`src/rtl/clk_div_pkg.sv`:
```
// rtl/clk_div_pkg.sv - shared constants and config record for the clk_div_gen channels
package clk_div_pkg;

    localparam int CNT_W_DEF = 8;
    localparam int P_MIN     = 2;

    localparam int RST_P = 2;
    localparam int RST_H = 1;

    typedef struct packed {
        logic [CNT_W_DEF-1:0] period;
        logic [CNT_W_DEF-1:0] high;
    } cfg_t;

endpackage

```
`src/rtl/clk_div_gen_if.sv`:
```
// rtl/clk_div_gen_if.sv - config write port (valid/ready) of clk_div_gen
interface clk_div_gen_if #(
    parameter int NUM_CH = 2,
    parameter int CNT_W  = 8
);
    localparam int CH_W = (NUM_CH > 1) ? $clog2(NUM_CH) : 1;

    logic             cfg_valid;
    logic             cfg_ready;
    logic [CH_W-1:0]  cfg_ch;
    logic [CNT_W-1:0] cfg_period;
    logic [CNT_W-1:0] cfg_high;

    modport master (
        output cfg_valid, cfg_ch, cfg_period, cfg_high,
        input  cfg_ready
    );

    modport slave (
        input  cfg_valid, cfg_ch, cfg_period, cfg_high,
        output cfg_ready
    );
endinterface

```
`src/rtl/clk_div_chan.sv`:
```
// rtl/clk_div_chan.sv - one divider channel: counter, shadow/active period and high time, pending flag
module clk_div_chan
    import clk_div_pkg::*;
#(
    parameter int CNT_W = CNT_W_DEF
) (
    input  logic             clk,
    input  logic             rst,
    input  logic             en,
    input  logic             sync,
    input  logic             wr,
    input  logic [CNT_W-1:0] wr_period,
    input  logic [CNT_W-1:0] wr_high,
    output logic             pending,
    output logic             clk_out,
    output logic             tick
);

    localparam logic [CNT_W-1:0] ONE  = CNT_W'(1);
    localparam logic [CNT_W-1:0] P_LO = CNT_W'(P_MIN);

    logic [CNT_W-1:0] cnt, act_p, act_h, sh_p, sh_h;
    logic [CNT_W-1:0] cnt_n, nxt_p, nxt_h;
    logic             wrap, apply;

    assign wrap = (cnt == act_p - ONE);

    // A disabled channel takes its pending config immediately; a running one only at a period boundary.
    always_comb begin
        apply = 1'b0;
        cnt_n = cnt + ONE;
        nxt_p = act_p;
        nxt_h = act_h;
        if (!en) begin
            apply = pending;
        end else if (sync || wrap) begin
            apply = pending;
            cnt_n = '0;
        end
        if (apply) begin
            nxt_p = sh_p;
            nxt_h = sh_h;
        end
    end

    always_ff @(posedge clk or posedge rst) begin
        if (rst) begin
            cnt     <= CNT_W'(RST_P - 1);
            act_p   <= CNT_W'(RST_P);
            act_h   <= CNT_W'(RST_H);
            sh_p    <= CNT_W'(RST_P);
            sh_h    <= CNT_W'(RST_H);
            pending <= 1'b0;
            clk_out <= 1'b0;
            tick    <= 1'b0;
        end else begin
            if (wr) begin
                sh_p    <= (wr_period < P_LO) ? P_LO : wr_period;
                sh_h    <= wr_high;
                pending <= 1'b1;
            end else if (apply) begin
                pending <= 1'b0;
            end
            act_p <= nxt_p;
            act_h <= nxt_h;
            if (en) begin
                cnt     <= cnt_n;
                clk_out <= (cnt_n < nxt_h);
                tick    <= (cnt_n == '0);
            end else begin
                cnt     <= nxt_p - ONE;
                clk_out <= 1'b0;
                tick    <= 1'b0;
            end
        end
    end

endmodule

```
`src/rtl/clk_div_gen.sv`:
```
// rtl/clk_div_gen.sv - NUM_CH programmable clock dividers with period ticks; CLK_DIV_SYNC_EN adds sync_in
module clk_div_gen
    import clk_div_pkg::*;
#(
    parameter int NUM_CH = 2,
    parameter int CNT_W  = CNT_W_DEF
) (
    input  logic              clk,
    input  logic              rst,
`ifdef CLK_DIV_SYNC_EN
    input  logic              sync_in,
`endif
    clk_div_gen_if.slave      cfg,
    input  logic [NUM_CH-1:0] en,
    output logic [NUM_CH-1:0] clk_out,
    output logic [NUM_CH-1:0] tick
);

    localparam int CH_W = (NUM_CH > 1) ? $clog2(NUM_CH) : 1;

    logic [NUM_CH-1:0]    pending;
    logic [2**CH_W-1:0]   pend_ext;
    logic                 sync;

`ifdef CLK_DIV_SYNC_EN
    assign sync = sync_in;
`else
    assign sync = 1'b0;
`endif

    // Unimplemented channel numbers read as never-pending so their writes complete and vanish.
    always_comb begin
        pend_ext = '0;
        pend_ext[NUM_CH-1:0] = pending;
    end

    assign cfg.cfg_ready = !pend_ext[cfg.cfg_ch];

    for (genvar gi = 0; gi < NUM_CH; gi++) begin : g_ch
        logic wr;
        assign wr = cfg.cfg_valid && cfg.cfg_ready && (cfg.cfg_ch == CH_W'(gi));

        clk_div_chan #(.CNT_W(CNT_W)) u_chan (
            .clk       (clk),
            .rst       (rst),
            .en        (en[gi]),
            .sync      (sync),
            .wr        (wr),
            .wr_period (cfg.cfg_period),
            .wr_high   (cfg.cfg_high),
            .pending   (pending[gi]),
            .clk_out   (clk_out[gi]),
            .tick      (tick[gi])
        );
    end

endmodule

```
`src/flat_wrapper.sv`:
```
// flat-port wrapper written by rule: the top's interface ports become plain ports
module clk_div_gen_flat import clk_div_pkg::*;
#(
    parameter int NUM_CH = 2,
    parameter int CNT_W  = CNT_W_DEF
)
  (clk, rst, en, clk_out, tick, cfg_cfg_valid, cfg_cfg_ch, cfg_cfg_period, cfg_cfg_high, cfg_cfg_ready);
  clk_div_gen_if #(.NUM_CH(NUM_CH), .CNT_W(CNT_W)) cfg_i ();
  input  logic clk;
  input  logic rst;
  input  logic [NUM_CH-1:0] en;
  output logic [NUM_CH-1:0] clk_out;
  output logic [NUM_CH-1:0] tick;
  input wire logic [$bits(cfg_i.cfg_valid)-1:0] cfg_cfg_valid;
  input wire logic [$bits(cfg_i.cfg_ch)-1:0] cfg_cfg_ch;
  input wire logic [$bits(cfg_i.cfg_period)-1:0] cfg_cfg_period;
  input wire logic [$bits(cfg_i.cfg_high)-1:0] cfg_cfg_high;
  output wire logic [$bits(cfg_i.cfg_ready)-1:0] cfg_cfg_ready;
  assign cfg_i.cfg_valid = cfg_cfg_valid;
  assign cfg_i.cfg_ch = cfg_cfg_ch;
  assign cfg_i.cfg_period = cfg_cfg_period;
  assign cfg_i.cfg_high = cfg_cfg_high;
  assign cfg_cfg_ready = cfg_i.cfg_ready;
  clk_div_gen #(.NUM_CH(NUM_CH), .CNT_W(CNT_W)) u_core (.clk(clk), .rst(rst), .cfg(cfg_i), .en(en), .clk_out(clk_out), .tick(tick));
endmodule
```
`config.mk`:
```
export PLATFORM = sky130hd
export DESIGN_NAME = clk_div_gen_flat
export DESIGN_NICKNAME = d
export VERILOG_FILES = /design/src/rtl/clk_div_pkg.sv /design/src/rtl/clk_div_gen_if.sv /design/src/rtl/clk_div_chan.sv /design/src/rtl/clk_div_gen.sv /design/src/flat_wrapper.sv
export SDC_FILE = /design/constraint.sdc
export NUM_CORES = 1
export LEC_CHECK = 0
export ABC_AREA = 1
export ABC_CLOCK_PERIOD_IN_PS = 3700
export BUFFER_PORTS_ARGS = -buffer_cell sky130_fd_sc_hd__buf_2
export CORE_MARGIN = 2
export CORE_UTILIZATION = 62
export DETAILED_ROUTE_END_ITERATION = 12
export PLACE_DENSITY_LB_ADDON = 0.2
export SYNTH_ARGS = -nofsm -noshare
export SYNTH_HDL_FRONTEND = slang
export SYNTH_SLANG_ARGS = --single-unit
```
`constraint.sdc`:
```
create_clock -name clk -period 3.7 [get_ports clk]
set_input_delay 0.37 -clock clk [delete_from_list [all_inputs] [get_ports clk]]
set_output_delay 0.37 -clock clk [all_outputs]
set_load 0.01 [all_outputs]
```
==> Flow_metrics.wiki <==
{| class="wikitable"
! Metric !! Value
|-
| Cell with the most instances after synthesis || sky130_fd_sc_hd__nand2_1
|-
| Cells after synthesis || 711
|-
| Commonest cells in the netlist || 208 x sky130_fd_sc_hd__nand2_1, 128 x sky130_fd_sc_hd__inv_1, 76 x sky130_fd_sc_hd__dfrtp_1
|-
| R2R setup slack || approximately 0.33 ns
|-
| P per Cell Area || 697 nW/um^2
|-
| RSZ-0062 raised after global routing || no
|-
| Source-to-sink clock delay at the later pin of the worst-skew pair || 0.35 ns
|-
| Busiest layer in global routing || met2
|-
| Pins Over Slew Limit || 0
|-
| Floorplan die height || between 90 and 100 um
|-
| Reg-to-reg critical path endpoint || u_core.g_ch[0].u_chan.clk_out
|-
| Met2 layer usage reported by global route || 0.432
|-
| Met3 usage || 0.0356
|-
| Global routing met1 resource utilization || 0.408
|-
| Fraction of registers with async set/reset || 1.00
|-
| TritonCTS clock tree || done
|-
| Leak || just over 3 nW
|-
| Critical Path Start Type || flip-flop
|-
| Worst hold path class || in -> async
|-
| First-iteration detailed-routing DRC count || 426
|-
| Wire length per cell || 14.0 um
|-
| Antenna diode count || 0
|-
| Result of the run || complete, no violations
|-
| H-Tree Level Count || 3
|-
| Routability Congestion || 0.951
|-
| Final-report setup violation count || 0
|-
| Resized cells post-CTS || 0
|-
| Smallest hold slack || 0.0485 ns
|-
| Ratio of cells with drive above 1 in the final layout || 0.147
|-
| CP Data Required Time || 3.98 ns
|-
| Area Growth Syn to Fin || 7.88%
|-
| Minimum clock period || 3.37 ns
|-
| Initial Utilization || 0.635
|-
| Io pins || 27
|-
| Nature of the critical path endpoint || flip-flop
|-
| All-Layer GR Usage || 0.280
|-
| Die area || about 9100 um^2
|-
| DRT Wirelength || 11,800 um
|-
| Upper clock frequency limit || 0.297 GHz
|-
| Register clock-pin slew on the reported worst setup and hold paths || 0.08 ns
|-
| Synth top area cells || sky130_fd_sc_hd__dfrtp_1 37%, sky130_fd_sc_hd__nand2_1 15%, sky130_fd_sc_hd__inv_1 9.3%
|-
| Cell taking the most area after synthesis || sky130_fd_sc_hd__dfrtp_1
|-
| Proportion of synthesized chip area in sequential cells || 0.419
|-
| Global-route wire length before repair || 19,500 um
|-
| Cell depth of the worst flop-to-flop path || 19
|-
| EDFF count, synth || 0
|-
| CTS sink cnt || 86
|-
| Max-Slew Margin vs Limit || 0.624
|-
| Number of global-route vias before repair || a little over 4,000
|-
| Mean area per synthesized cell || 7.26 um^2
|-
| Grt ovf || 0
|-
| Root cell of the clock tree || sky130_fd_sc_hd__clkbuf_8
|-
| Width of the chip || between 90 and 100 um
|-
| Count of endpoints failing hold in the final timing report || 0
|-
| PortBufs || 26
|-
| Number of standard-cell rows in the floorplan || 33
|-
| Max clock buf depth || 2
|-
| Crit path kind || reg -> reg
|-
| Hold-fix buffers at CTS || 0
|-
| Worst-path fanout max || 19
|-
| Number of synthesis warnings || 0
|-
| Initial antenna violation count || 0
|-
| Pin count of the biggest net entering global routing || 34
|-
| Worst Max-Slew Pin Slew || 0.563 ns
|-
| Post-CTS setup buffer count || 0
|-
| Synth Cell Area || 5160 um^2
|-
| Reg-to-reg startpoint || u_core.g_ch[0].u_chan.act_p[1]
|-
| Utilization after layout || 0.685
|-
| Largest voltage drop on the vdd net || roughly 0.00038 V
|-
| Number of unique standard cell types used by synthesis || 34
|-
| Most used DFF post-synth || sky130_fd_sc_hd__dfrtp_1
|-
| # Max-Cap Violations || 0
|-
| Worst endpoint data arrival time || 3.65 ns
|-
| Final net count || 777
|-
| Fin crit share || 0.910
|-
| Vias per std cell || ~5.3
|-
| Via count || 4,520
|-
| Synthesized net count || 753
|-
| Total Negative Setup Slacks || 0 ns
|-
| Fin Clk Skew || between 0.01 and 0.015 ns
|-
| Post-detailed-placement half-perimeter wirelength || 8890 um
|-
| Antenna Nets Post-Route || 0
|-
| Total core area || 8130 um^2
|-
| Total CTS buffers || 9
|-
| Share of the synthesized area in the top cell type || 0.368
|-
| DRC violations left || 0
|-
| Detailed-routing iteration count for the pre-antenna-repair pass || 6
|-
| Yosys reg bits || 86
|}
per-layer routing:
layer,wire length (um),part of all wire
met1,5350,0.45
met2,5370,0.45
met3,862,0.073
met4,223,0.019
met5,0,0
area by class of cell:
type	count	area (um^2)
clock inverter	6	85.1
tap	105	131
fill	651	2570
inverter	138	519
multi-input combinational	470	2370
sequential	86	2160
timing repair buffer	30	160
clock buffer	10	138
stage by stage:
stage / cells / setup WS, ns / area, um^2 / total power, mW
2_1_floorplan: 711 / 0.914 / 5160 / 2.71
3_3_place_gp: 829 / 0.596 / 5350 / 3.02
3_5_place_dp: 829 / 0.413 / 5350 / 3.11
4_1_cts: 845 / 0.386 / 5570 / 3.86
5_1_grt: 845 / 0.0606 / 5570 / 4.20
6_report: 845 / 0.334 / 5570 / 3.88
report_power, final:
part | switching, mW | internal, mW
registers | 0.208 | 1.24
logic | 1.09 | 0.602
clock network | 0.341 | 0.396
cell usage in the layout, fill, tap and decap left out, types with 13 or more instances in the layout:
cell and instances:
sky130_fd_sc_hd__nand3_1 60, sky130_fd_sc_hd__buf_2 26, sky130_fd_sc_hd__dfrtp_1 76, sky130_fd_sc_hd__o21ai_0 53, sky130_fd_sc_hd__ha_1 20, sky130_fd_sc_hd__nand2_1 208
sky130_fd_sc_hd__inv_1 127, sky130_fd_sc_hd__nor2_2 13, sky130_fd_sc_hd__nor2_1 30, sky130_fd_sc_hd__nand2_2 15
cell families after synthesis:
| kind of cell | Yosys count | synth area share |
|---|---|---|
| XOR/XNOR | 14 | 0.0238 |
| adder cells (fa/ha/maj) | 20 | 0.0485 |
| AND/OR/NAND/NOR | 363 | 0.314 |
| AO/OA/AOI/OAI | 73 | 0.0732 |
| flip-flops | 86 | 0.419 |
| buffers and inverters | 155 | 0.121 |
how the worst max path moves through the flow:
stage               cells past startpoint                       endpoint                            from  slack (ns)
floorplan                              18  u_core.g_ch[1].u_chan.clk_out  u_core.g_ch[1].u_chan.act_p[1]        0.91
global placement                       15  u_core.g_ch[1].u_chan.clk_out  u_core.g_ch[1].u_chan.act_p[1]        0.60
detailed placement                     20  u_core.g_ch[0].u_chan.clk_out  u_core.g_ch[0].u_chan.act_p[1]        0.41
CTS                                    20  u_core.g_ch[0].u_chan.clk_out  u_core.g_ch[0].u_chan.act_p[1]        0.39
global route                           21  u_core.g_ch[0].u_chan.clk_out  u_core.g_ch[0].u_chan.act_p[0]        0.06
finish                                 19  u_core.g_ch[0].u_chan.clk_out  u_core.g_ch[0].u_chan.act_p[1]        0.33
critical path, stage by stage, from the launching register on:
cell and delay (ns):
sky130_fd_sc_hd__dfstp_2 0.54, sky130_fd_sc_hd__inv_1 0.07, sky130_fd_sc_hd__ha_1 0.24, sky130_fd_sc_hd__nand2_1 0.14
sky130_fd_sc_hd__nor2_2 0.06, sky130_fd_sc_hd__nand2_1 0.08, sky130_fd_sc_hd__nand2_1 0.05, sky130_fd_sc_hd__nand3_1 0.09
sky130_fd_sc_hd__nand2_1 0.06, sky130_fd_sc_hd__nor2_1 0.17, sky130_fd_sc_hd__nand2_1 0.09, sky130_fd_sc_hd__nand2_2 0.19
sky130_fd_sc_hd__nand2_2 0.27, sky130_fd_sc_hd__inv_1 0.22, sky130_fd_sc_hd__or2_2 0.14, sky130_fd_sc_hd__o21ai_0 0.13
sky130_fd_sc_hd__ha_1 0.34, sky130_fd_sc_hd__a211oi_1 0.20, sky130_fd_sc_hd__nand3_1 0.10, sky130_fd_sc_hd__a21oi_1 0.12
sequential cells by signal, indices dropped and copies added, names as in the netlist:
register and count:
u_core.g_ch.u_chan.sh_p 16, u_core.g_ch.u_chan.clk_out 2, u_core.g_ch.u_chan.cnt 16, u_core.g_ch.u_chan.pending 2
u_core.g_ch.u_chan.tick 2, u_core.g_ch.u_chan.act_p 16, u_core.g_ch.u_chan.act_h 16, u_core.g_ch.u_chan.sh_h 16
Power figures use the tool's default switching activity.
